## config.mk

```make
export PLATFORM = sky130hd
export DESIGN_NAME = data_bus_ctrl_flat
export DESIGN_NICKNAME = d
export VERILOG_FILES = /design/src/rtl/data_bus_if.sv /design/src/rtl/data_bus_ctrl.sv /design/src/flat_wrapper.sv
export SDC_FILE = /design/constraint.sdc
export NUM_CORES = 1
export LEC_CHECK = 0
export BUFFER_PORTS_ARGS = -buffer_cell sky130_fd_sc_hd__buf_2
export CORE_AREA = 2 2 114 116
export DETAILED_ROUTE_END_ITERATION = 16
export DIE_AREA = 0 0 116 118
export HOLD_SLACK_MARGIN = 0.02
export PLACE_DENSITY = 0.68
export SETUP_SLACK_MARGIN = 0.02
export SYNTH_ARGS = -nofsm -noshare
export SYNTH_HDL_FRONTEND = slang
export SYNTH_SLANG_ARGS = --single-unit
```

## constraint.sdc

```tcl
create_clock -name clk -period 1.8 [get_ports clk]
set_input_delay 0.27 -clock clk [delete_from_list [all_inputs] [get_ports clk]]
set_output_delay 0.27 -clock clk [all_outputs]
set_load 0.05 [all_outputs]
```

## src/rtl/data_bus_if.sv

```systemverilog
// Data-bus handshake bundle between the memory-stage controller and the bus.
// master: the controller drives the request side and receives the completion side.
// slave : the bus/memory side, with the directions reversed.
//   data_req_o     request valid (held until data_addr_ok_i)
//   data_wr_o      1 = store, 0 = load
//   data_size_o    0 = byte, 1 = half, 2 = word
//   data_addr_o    byte address
//   data_wdata_o   store data, replicated across lanes
//   data_be_o      byte-lane enables (stores only)
//   data_addr_ok_i request accepted
//   data_data_ok_i transfer complete
//   data_rdata_i   load data
interface data_bus_if;
    logic        data_req_o;
    logic        data_wr_o;
    logic [1:0]  data_size_o;
    logic [31:0] data_addr_o;
    logic [31:0] data_wdata_o;
    logic [3:0]  data_be_o;
    logic        data_addr_ok_i;
    logic        data_data_ok_i;
    logic [31:0] data_rdata_i;

    modport master (
        output data_req_o, data_wr_o, data_size_o, data_addr_o, data_wdata_o, data_be_o,
        input  data_addr_ok_i, data_data_ok_i, data_rdata_i
    );

    modport slave (
        input  data_req_o, data_wr_o, data_size_o, data_addr_o, data_wdata_o, data_be_o,
        output data_addr_ok_i, data_data_ok_i, data_rdata_i
    );
endinterface

```

## src/rtl/data_bus_ctrl.sv

```systemverilog
// Memory-stage bus controller: turns EXE load/store ops into a two-phase
// (address / data) bus transaction, stalls the pipeline while it is in flight,
// extracts and extends load data, and reports misaligned accesses.
// Ports:
//   clk, resetn          clock, synchronous active-low reset
//   aluop_i              operation code from EXE
//   mem_addr_i, reg2_i   effective address, store data
//   wdata_i, wd_i, wreg_i  non-memory result, destination, write enable
//   flush                kills the current op
//   bus                  data-bus handshake (master side)
//   wdata_o, wd_o, wreg_o, stallreq_o  pipeline-side result and stall
//   adel_o, ades_o, badvaddr_o         address-error reporting
module data_bus_ctrl (
    input  logic        clk,
    input  logic        resetn,
    input  logic [7:0]  aluop_i,
    input  logic [31:0] mem_addr_i,
    input  logic [31:0] reg2_i,
    input  logic [31:0] wdata_i,
    input  logic [4:0]  wd_i,
    input  logic        wreg_i,
    input  logic        flush,
    data_bus_if.master  bus,
    output logic [31:0] wdata_o,
    output logic [4:0]  wd_o,
    output logic        wreg_o,
    output logic        stallreq_o,
    output logic        adel_o,
    output logic        ades_o,
    output logic [31:0] badvaddr_o
);
    localparam logic [7:0] EXE_LB_OP  = 8'b1110_0000;
    localparam logic [7:0] EXE_LBU_OP = 8'b1110_0100;
    localparam logic [7:0] EXE_LH_OP  = 8'b1110_0001;
    localparam logic [7:0] EXE_LHU_OP = 8'b1110_0101;
    localparam logic [7:0] EXE_LW_OP  = 8'b1110_0011;
    localparam logic [7:0] EXE_SB_OP  = 8'b1110_1000;
    localparam logic [7:0] EXE_SH_OP  = 8'b1110_1001;
    localparam logic [7:0] EXE_SW_OP  = 8'b1110_1011;

    typedef enum logic [2:0] {IDLE, ADDR, DATA, DONE, DRAIN} state_t;

    state_t      state;
    logic [31:0] load_q;
    logic        is_load_q;

    logic        is_load;
    logic        is_store;
    logic        is_mem;
    logic        misaligned;
    logic        aligned_mem;
    logic [7:0]  lane_byte;
    logic [15:0] lane_half;
    logic [31:0] load_ext;

    // Op decode, alignment check and load-data extraction from the addressed lane.
    always_comb begin
        is_load    = 1'b0;
        is_store   = 1'b0;
        misaligned = 1'b0;
        unique case (aluop_i)
            EXE_LB_OP, EXE_LBU_OP: is_load = 1'b1;
            EXE_LH_OP, EXE_LHU_OP: begin is_load = 1'b1;  misaligned = mem_addr_i[0]; end
            EXE_LW_OP:             begin is_load = 1'b1;  misaligned = |mem_addr_i[1:0]; end
            EXE_SB_OP:             is_store = 1'b1;
            EXE_SH_OP:             begin is_store = 1'b1; misaligned = mem_addr_i[0]; end
            EXE_SW_OP:             begin is_store = 1'b1; misaligned = |mem_addr_i[1:0]; end
            default:               ;
        endcase
        is_mem      = is_load | is_store;
        aligned_mem = is_mem & ~misaligned;

        unique case (mem_addr_i[1:0])
            2'd0:    lane_byte = bus.data_rdata_i[7:0];
            2'd1:    lane_byte = bus.data_rdata_i[15:8];
            2'd2:    lane_byte = bus.data_rdata_i[23:16];
            default: lane_byte = bus.data_rdata_i[31:24];
        endcase
        lane_half = mem_addr_i[1] ? bus.data_rdata_i[31:16] : bus.data_rdata_i[15:0];

        unique case (aluop_i)
            EXE_LB_OP:  load_ext = {{24{lane_byte[7]}}, lane_byte};
            EXE_LBU_OP: load_ext = {24'h0, lane_byte};
            EXE_LH_OP:  load_ext = {{16{lane_half[15]}}, lane_half};
            EXE_LHU_OP: load_ext = {16'h0, lane_half};
            default:    load_ext = bus.data_rdata_i;
        endcase
    end

    // Transaction FSM plus captured load data. A data_ok that coincides with a
    // flush ends the transfer outright, since no further data_ok will follow.
    always_ff @(posedge clk) begin
        if (!resetn) begin
            state     <= IDLE;
            load_q    <= 32'h0;
            is_load_q <= 1'b0;
        end else begin
            unique case (state)
                IDLE: begin
                    if (aligned_mem && !flush) begin
                        state     <= ADDR;
                        is_load_q <= is_load;
                    end
                end
                ADDR: begin
                    if (bus.data_addr_ok_i) begin
                        if (bus.data_data_ok_i) begin
                            state <= flush ? IDLE : DONE;
                            if (!flush && is_load_q) load_q <= load_ext;
                        end else begin
                            state <= flush ? DRAIN : DATA;
                        end
                    end else if (flush) begin
                        state <= IDLE;
                    end
                end
                DATA: begin
                    if (bus.data_data_ok_i) begin
                        state <= flush ? IDLE : DONE;
                        if (!flush && is_load_q) load_q <= load_ext;
                    end else if (flush) begin
                        state <= DRAIN;
                    end
                end
                DONE:    state <= IDLE;
                DRAIN:   if (bus.data_data_ok_i) state <= IDLE;
                default: state <= IDLE;
            endcase
        end
    end

    // Bus lane formatting and pipeline-side outputs.
    always_comb begin
        bus.data_req_o   = 1'b0;
        bus.data_wr_o    = is_store;
        bus.data_addr_o  = mem_addr_i;
        bus.data_size_o  = 2'd0;
        bus.data_wdata_o = reg2_i;
        bus.data_be_o    = 4'b0000;
        wdata_o          = wdata_i;
        wd_o             = wd_i;
        wreg_o           = 1'b0;
        stallreq_o       = 1'b0;
        adel_o           = 1'b0;
        ades_o           = 1'b0;
        badvaddr_o       = 32'h0;

        unique case (aluop_i)
            EXE_LH_OP, EXE_LHU_OP: bus.data_size_o = 2'd1;
            EXE_LW_OP:             bus.data_size_o = 2'd2;
            EXE_SB_OP: begin
                bus.data_wdata_o = {4{reg2_i[7:0]}};
                bus.data_be_o    = 4'(4'b0001 << mem_addr_i[1:0]);
            end
            EXE_SH_OP: begin
                bus.data_size_o  = 2'd1;
                bus.data_wdata_o = {2{reg2_i[15:0]}};
                bus.data_be_o    = mem_addr_i[1] ? 4'b1100 : 4'b0011;
            end
            EXE_SW_OP: begin
                bus.data_size_o  = 2'd2;
                bus.data_be_o    = 4'b1111;
            end
            default: ;
        endcase

        unique case (state)
            IDLE, DRAIN: begin
                if (!is_mem) wreg_o = wreg_i;
                // A new op waits out a drain; an idle op stalls while it is issued.
                stallreq_o = aligned_mem & ~flush;
                if (is_mem && misaligned && !flush) begin
                    adel_o     = is_load;
                    ades_o     = is_store;
                    badvaddr_o = mem_addr_i;
                end
            end
            ADDR: begin
                bus.data_req_o = 1'b1;
                stallreq_o     = 1'b1;
            end
            DATA:    stallreq_o = 1'b1;
            DONE: begin
                wdata_o = load_q;
                wreg_o  = is_load_q & wreg_i;
            end
            default: ;
        endcase

        if (flush) wreg_o = 1'b0;

        // Reset silences the bus and pipeline handshakes in the same cycle.
        if (!resetn) begin
            bus.data_req_o = 1'b0;
            stallreq_o     = 1'b0;
            wreg_o         = 1'b0;
            adel_o         = 1'b0;
            ades_o         = 1'b0;
            badvaddr_o     = 32'h0;
        end
    end
endmodule

```

## src/flat_wrapper.sv

```systemverilog
// flat-port wrapper written by rule: the top's interface ports become plain ports
module data_bus_ctrl_flat 
  (clk, resetn, aluop_i, mem_addr_i, reg2_i, wdata_i, wd_i, wreg_i, flush, wdata_o, wd_o, wreg_o, stallreq_o, adel_o, ades_o, badvaddr_o, bus_data_req_o, bus_data_wr_o, bus_data_size_o, bus_data_addr_o, bus_data_wdata_o, bus_data_be_o, bus_data_addr_ok_i, bus_data_data_ok_i, bus_data_rdata_i);
  data_bus_if bus_i ();
  input  logic clk;
  input  logic resetn;
  input  logic [7:0] aluop_i;
  input  logic [31:0] mem_addr_i;
  input  logic [31:0] reg2_i;
  input  logic [31:0] wdata_i;
  input  logic [4:0] wd_i;
  input  logic wreg_i;
  input  logic flush;
  output logic [31:0] wdata_o;
  output logic [4:0] wd_o;
  output logic wreg_o;
  output logic stallreq_o;
  output logic adel_o;
  output logic ades_o;
  output logic [31:0] badvaddr_o;
  output wire logic [$bits(bus_i.data_req_o)-1:0] bus_data_req_o;
  output wire logic [$bits(bus_i.data_wr_o)-1:0] bus_data_wr_o;
  output wire logic [$bits(bus_i.data_size_o)-1:0] bus_data_size_o;
  output wire logic [$bits(bus_i.data_addr_o)-1:0] bus_data_addr_o;
  output wire logic [$bits(bus_i.data_wdata_o)-1:0] bus_data_wdata_o;
  output wire logic [$bits(bus_i.data_be_o)-1:0] bus_data_be_o;
  input wire logic [$bits(bus_i.data_addr_ok_i)-1:0] bus_data_addr_ok_i;
  input wire logic [$bits(bus_i.data_data_ok_i)-1:0] bus_data_data_ok_i;
  input wire logic [$bits(bus_i.data_rdata_i)-1:0] bus_data_rdata_i;
  assign bus_data_req_o = bus_i.data_req_o;
  assign bus_data_wr_o = bus_i.data_wr_o;
  assign bus_data_size_o = bus_i.data_size_o;
  assign bus_data_addr_o = bus_i.data_addr_o;
  assign bus_data_wdata_o = bus_i.data_wdata_o;
  assign bus_data_be_o = bus_i.data_be_o;
  assign bus_i.data_addr_ok_i = bus_data_addr_ok_i;
  assign bus_i.data_data_ok_i = bus_data_data_ok_i;
  assign bus_i.data_rdata_i = bus_data_rdata_i;
  data_bus_ctrl u_core (.clk(clk), .resetn(resetn), .aluop_i(aluop_i), .mem_addr_i(mem_addr_i), .reg2_i(reg2_i), .wdata_i(wdata_i), .wd_i(wd_i), .wreg_i(wreg_i), .flush(flush), .bus(bus_i), .wdata_o(wdata_o), .wd_o(wd_o), .wreg_o(wreg_o), .stallreq_o(stallreq_o), .adel_o(adel_o), .ades_o(ades_o), .badvaddr_o(badvaddr_o));
endmodule
```

==> results.md <==
- Critical path peak fanout: 5
- Die width: 116 um
- HPWL Detailed: 11,020 um
- Core box area: 12,410 um^2
- Via count: 4,905
- CP required: 1530 ps
- Fill cells: 1,052
- Avg Inst Size Synth: 6.908 um^2
- R2R depth: 9
- Total Power: 3.148 mW
- Area growth syn-to-layout: 121.4%
- Core Rows: 41
- Vias per inst: 5.083
- Final Instance Count excl. Fillers: 965
- CTS clk-pin slew, worst paths: 60 ps
- Post-DR wirelength/cell: 18.95 um
- Chip height: 118 um
- Leak Pwr: 3.875 nW
- Residual DRC: 0
- Tcrit/Tclk final: 113.7%
- Top-level I/O count: 292
- Global Route Usage Sum: 22.43%
- Setup violations, final: 94
- Area of the multi-input gates: 3152 um^2
- Synthesized cell area: 3461 um^2
- Syn Nets: 648
- IO Port Bufs: 281
- Synth unique cells: 43
- Crit path DAT: 1780 ps
- First-pass GRT wire length: 24,230 um
- Worst Path Class, Setup: input pin to primary output
- Root Driver: clkbuf_16
- CTS tree: built
- Final Max Slew Viols: 0
- Clock tree buffer depth: 2
- Post-Syn Instances: 501
- Failing checks: setup timing
- Worst min path class: input pin to register
- Ant diodes: 0
- Final Hold Vio Count: 0
- Worst-skew pair later-pin latency: 280 ps
- Total gr overflow: 0
- Commonest cells in the netlist: nand2_1, a21oi_1, buf_4
- Most frequent cell after synthesis: nand2_1
- TritonCTS Sinks: 36
- Slowest CP cell: and4b_2
- Worst Tran Pin Value: 422.3 ps
- Hold_buf cts: 0
- Clock skew: 5.073 ps
- Final hold slack: 313.1 ps
- Reg2reg setup slack: 0 ps
- Largest net degree at the start of global routing: 42
- Most frequent CP cell: buf_6
- Layout cell share with drive strength beyond 1: 70.49%
- CP max stage delay: 310 ps
- Ranking of synthesized cells by area: dfxtp_1, nand2_1, buf_4
- Post-synthesis sequential area ratio: 20.82%
- Seq. cell area: 725.7 um^2
- WL final: 18,280 um
- CTS buffer count: 5
- Initial antenna violation count: 0
- Crit-path cells: buf_6 > and4b_2 > nand3b_1 > buf_4 > nor2_4 > buf_12 > buf_16 > mux2_4 > buf_6
- Pwr dens: 410.9 nW/um^2
- Post-synth top area cell: dfxtp_1
- First-pass DRT Iterations: 5
- RR Endpoint: u_core.load_q[6]$_SDFFE_PN0P_
- Relative slew slack: 71.74%
- Crit. Startpoint: aluop_i[4]
- Synth warn: 0
- Fmax: 488.4 MHz
- Final period demand of the worst path: 2047 ps
- #FFs+latches synth: 36
- H-tree Lvls: 2
- RSZ-0062 raised after global routing: true
- Post-route setup slack: -247.4 ps
- Async S/R FF share, synth: 0%
- Crit path capture: bus_data_wdata_o[23]
- Initial Utilization: 27.88%
- Worst Setup End Kind: primary output
- Post-synth EDFFs: 0
- Reg-to-reg critical path startpoint: u_core.state[0]$_SDFFE_PN0P_
- Layout net count: 939
- Die Area: 13,690 um^2
- Vias in the first global route: 4,588
- Status: finished, violations left
- 1st-iter DRT viols: 267
- Primary FF master, synth: dfxtp_1
- Max-cap viol count: 0
- Placed Cells: 925
- Startpoint Class: input pin
- Antenna Nets Post-Route: 0
- Routability cong.: 0.8444
- Worst vdd ir: 0.3776 mV
- Top cell type's share of synthesized area: 20.82%
repair_timing:
action / CTS / global route
endpoints found under the setup margin: 117 / 129
gates cloned: 7 / 7
buffers inserted: 15 / 7
pin swaps: 13 / 75
resized for setup: 284 / 191
cell usage in the layout, fill, tap and decap left out, types with 3 or more instances in the layout:
cell type / n
a22oi_1: 7
buf_16: 5
nand2_2: 32
nor2b_4: 3
nand2b_1: 4
mux2i_1: 26
inv_1: 3
nand2_1: 28
mux2_4: 16
buf_12: 14
nand2_4: 50
buf_2: 183
buf_4: 51
o21ai_0: 14
mux2_2: 8
and2_4: 31
dfxtp_1: 34
a21oi_1: 51
o211ai_1: 8
a21oi_4: 9
nor2_4: 13
nor2_1: 9
nand3b_1: 4
clkbuf_16: 11
buf_6: 25
o21ai_1: 13
o22ai_1: 15
buf_8: 82
final cells by class:
| class | count | area share (%) |
|---|---|---|
| clock inverters | 3 | 0.5553 |
| repair buffers | 366 | 44.11 |
| multi-input cells | 378 | 41.14 |
| inverters | 5 | 0.2776 |
| flip-flops and latches | 36 | 9.472 |
| well taps | 172 | 2.809 |
| clock buffers | 5 | 1.633 |
metrics by stage:
step | area (um^2) | setup TNS, ps | setup WS [ps] | utilization (%)
finish | 7661 | -13040 | -247.4 | 61.71
global route | 7661 | -19470 | -309.7 | 61.71
CTS | 6842 | -11070 | -212.7 | 55.11
detailed placement | 5404 | -15710 | -312.5 | 43.53
global placement | 5404 | -14940 | -306.5 | 43.53
floorplan | 3836 | -6146 | -188.5 | -
report_power, final:
group          total (mW)  internal (mW)  switching (mW)
sequential          0.797          0.796        0.000684
combinational        1.35          0.529           0.822
clock                1.00          0.651           0.350
total                3.15           1.98            1.17
cell families after synthesis:
family	share of synthesized area, %
flops	20.82
compound gates	21.62
simple gates	27.44
mux	15.33
buf+inv	14.79
critical path, delay by kind of cell:
family / cells / cell delay (ps)
buffers and inverters: 5 / 640
multiplexers: 1 / 300
AND/OR/NAND/NOR: 3 / 550
layer usage:
metal	vias up	global-route usage [%]	share of wire, %
met5	-	0	0
met4	0	4.539	1.7
met3	36	3.605	7.7
met2	260	40.53	53
met1	2337	27.72	37
li1	2272	-	-
registers in the layout (all words and copies together) (netlist names):
signal,flops
u_core.is_load_q,1
u_core.load_q,32
u_core.state,3
worst min path at each step:
stage	depth (start not counted)	endpoint	start	slack, ps
5_1_grt	3	u_core.state[2]$_SDFFE_PN0P_	bus_data_data_ok_i	320
2_1_floorplan	1	u_core.state[1]$_SDFFE_PN0P_	flush	350
6_report	3	u_core.load_q[22]$_SDFFE_PN0P_	bus_data_rdata_i[22]	310
4_1_cts	3	u_core.load_q[6]$_SDFFE_PN0P_	bus_data_rdata_i[6]	300
3_5_place_dp	2	u_core.load_q[14]$_SDFFE_PN0P_	u_core.load_q[14]$_SDFFE_PN0P_	460
3_3_place_gp	2	u_core.load_q[13]$_SDFFE_PN0P_	u_core.load_q[13]$_SDFFE_PN0P_	460
Power figures use the tool's default switching activity.
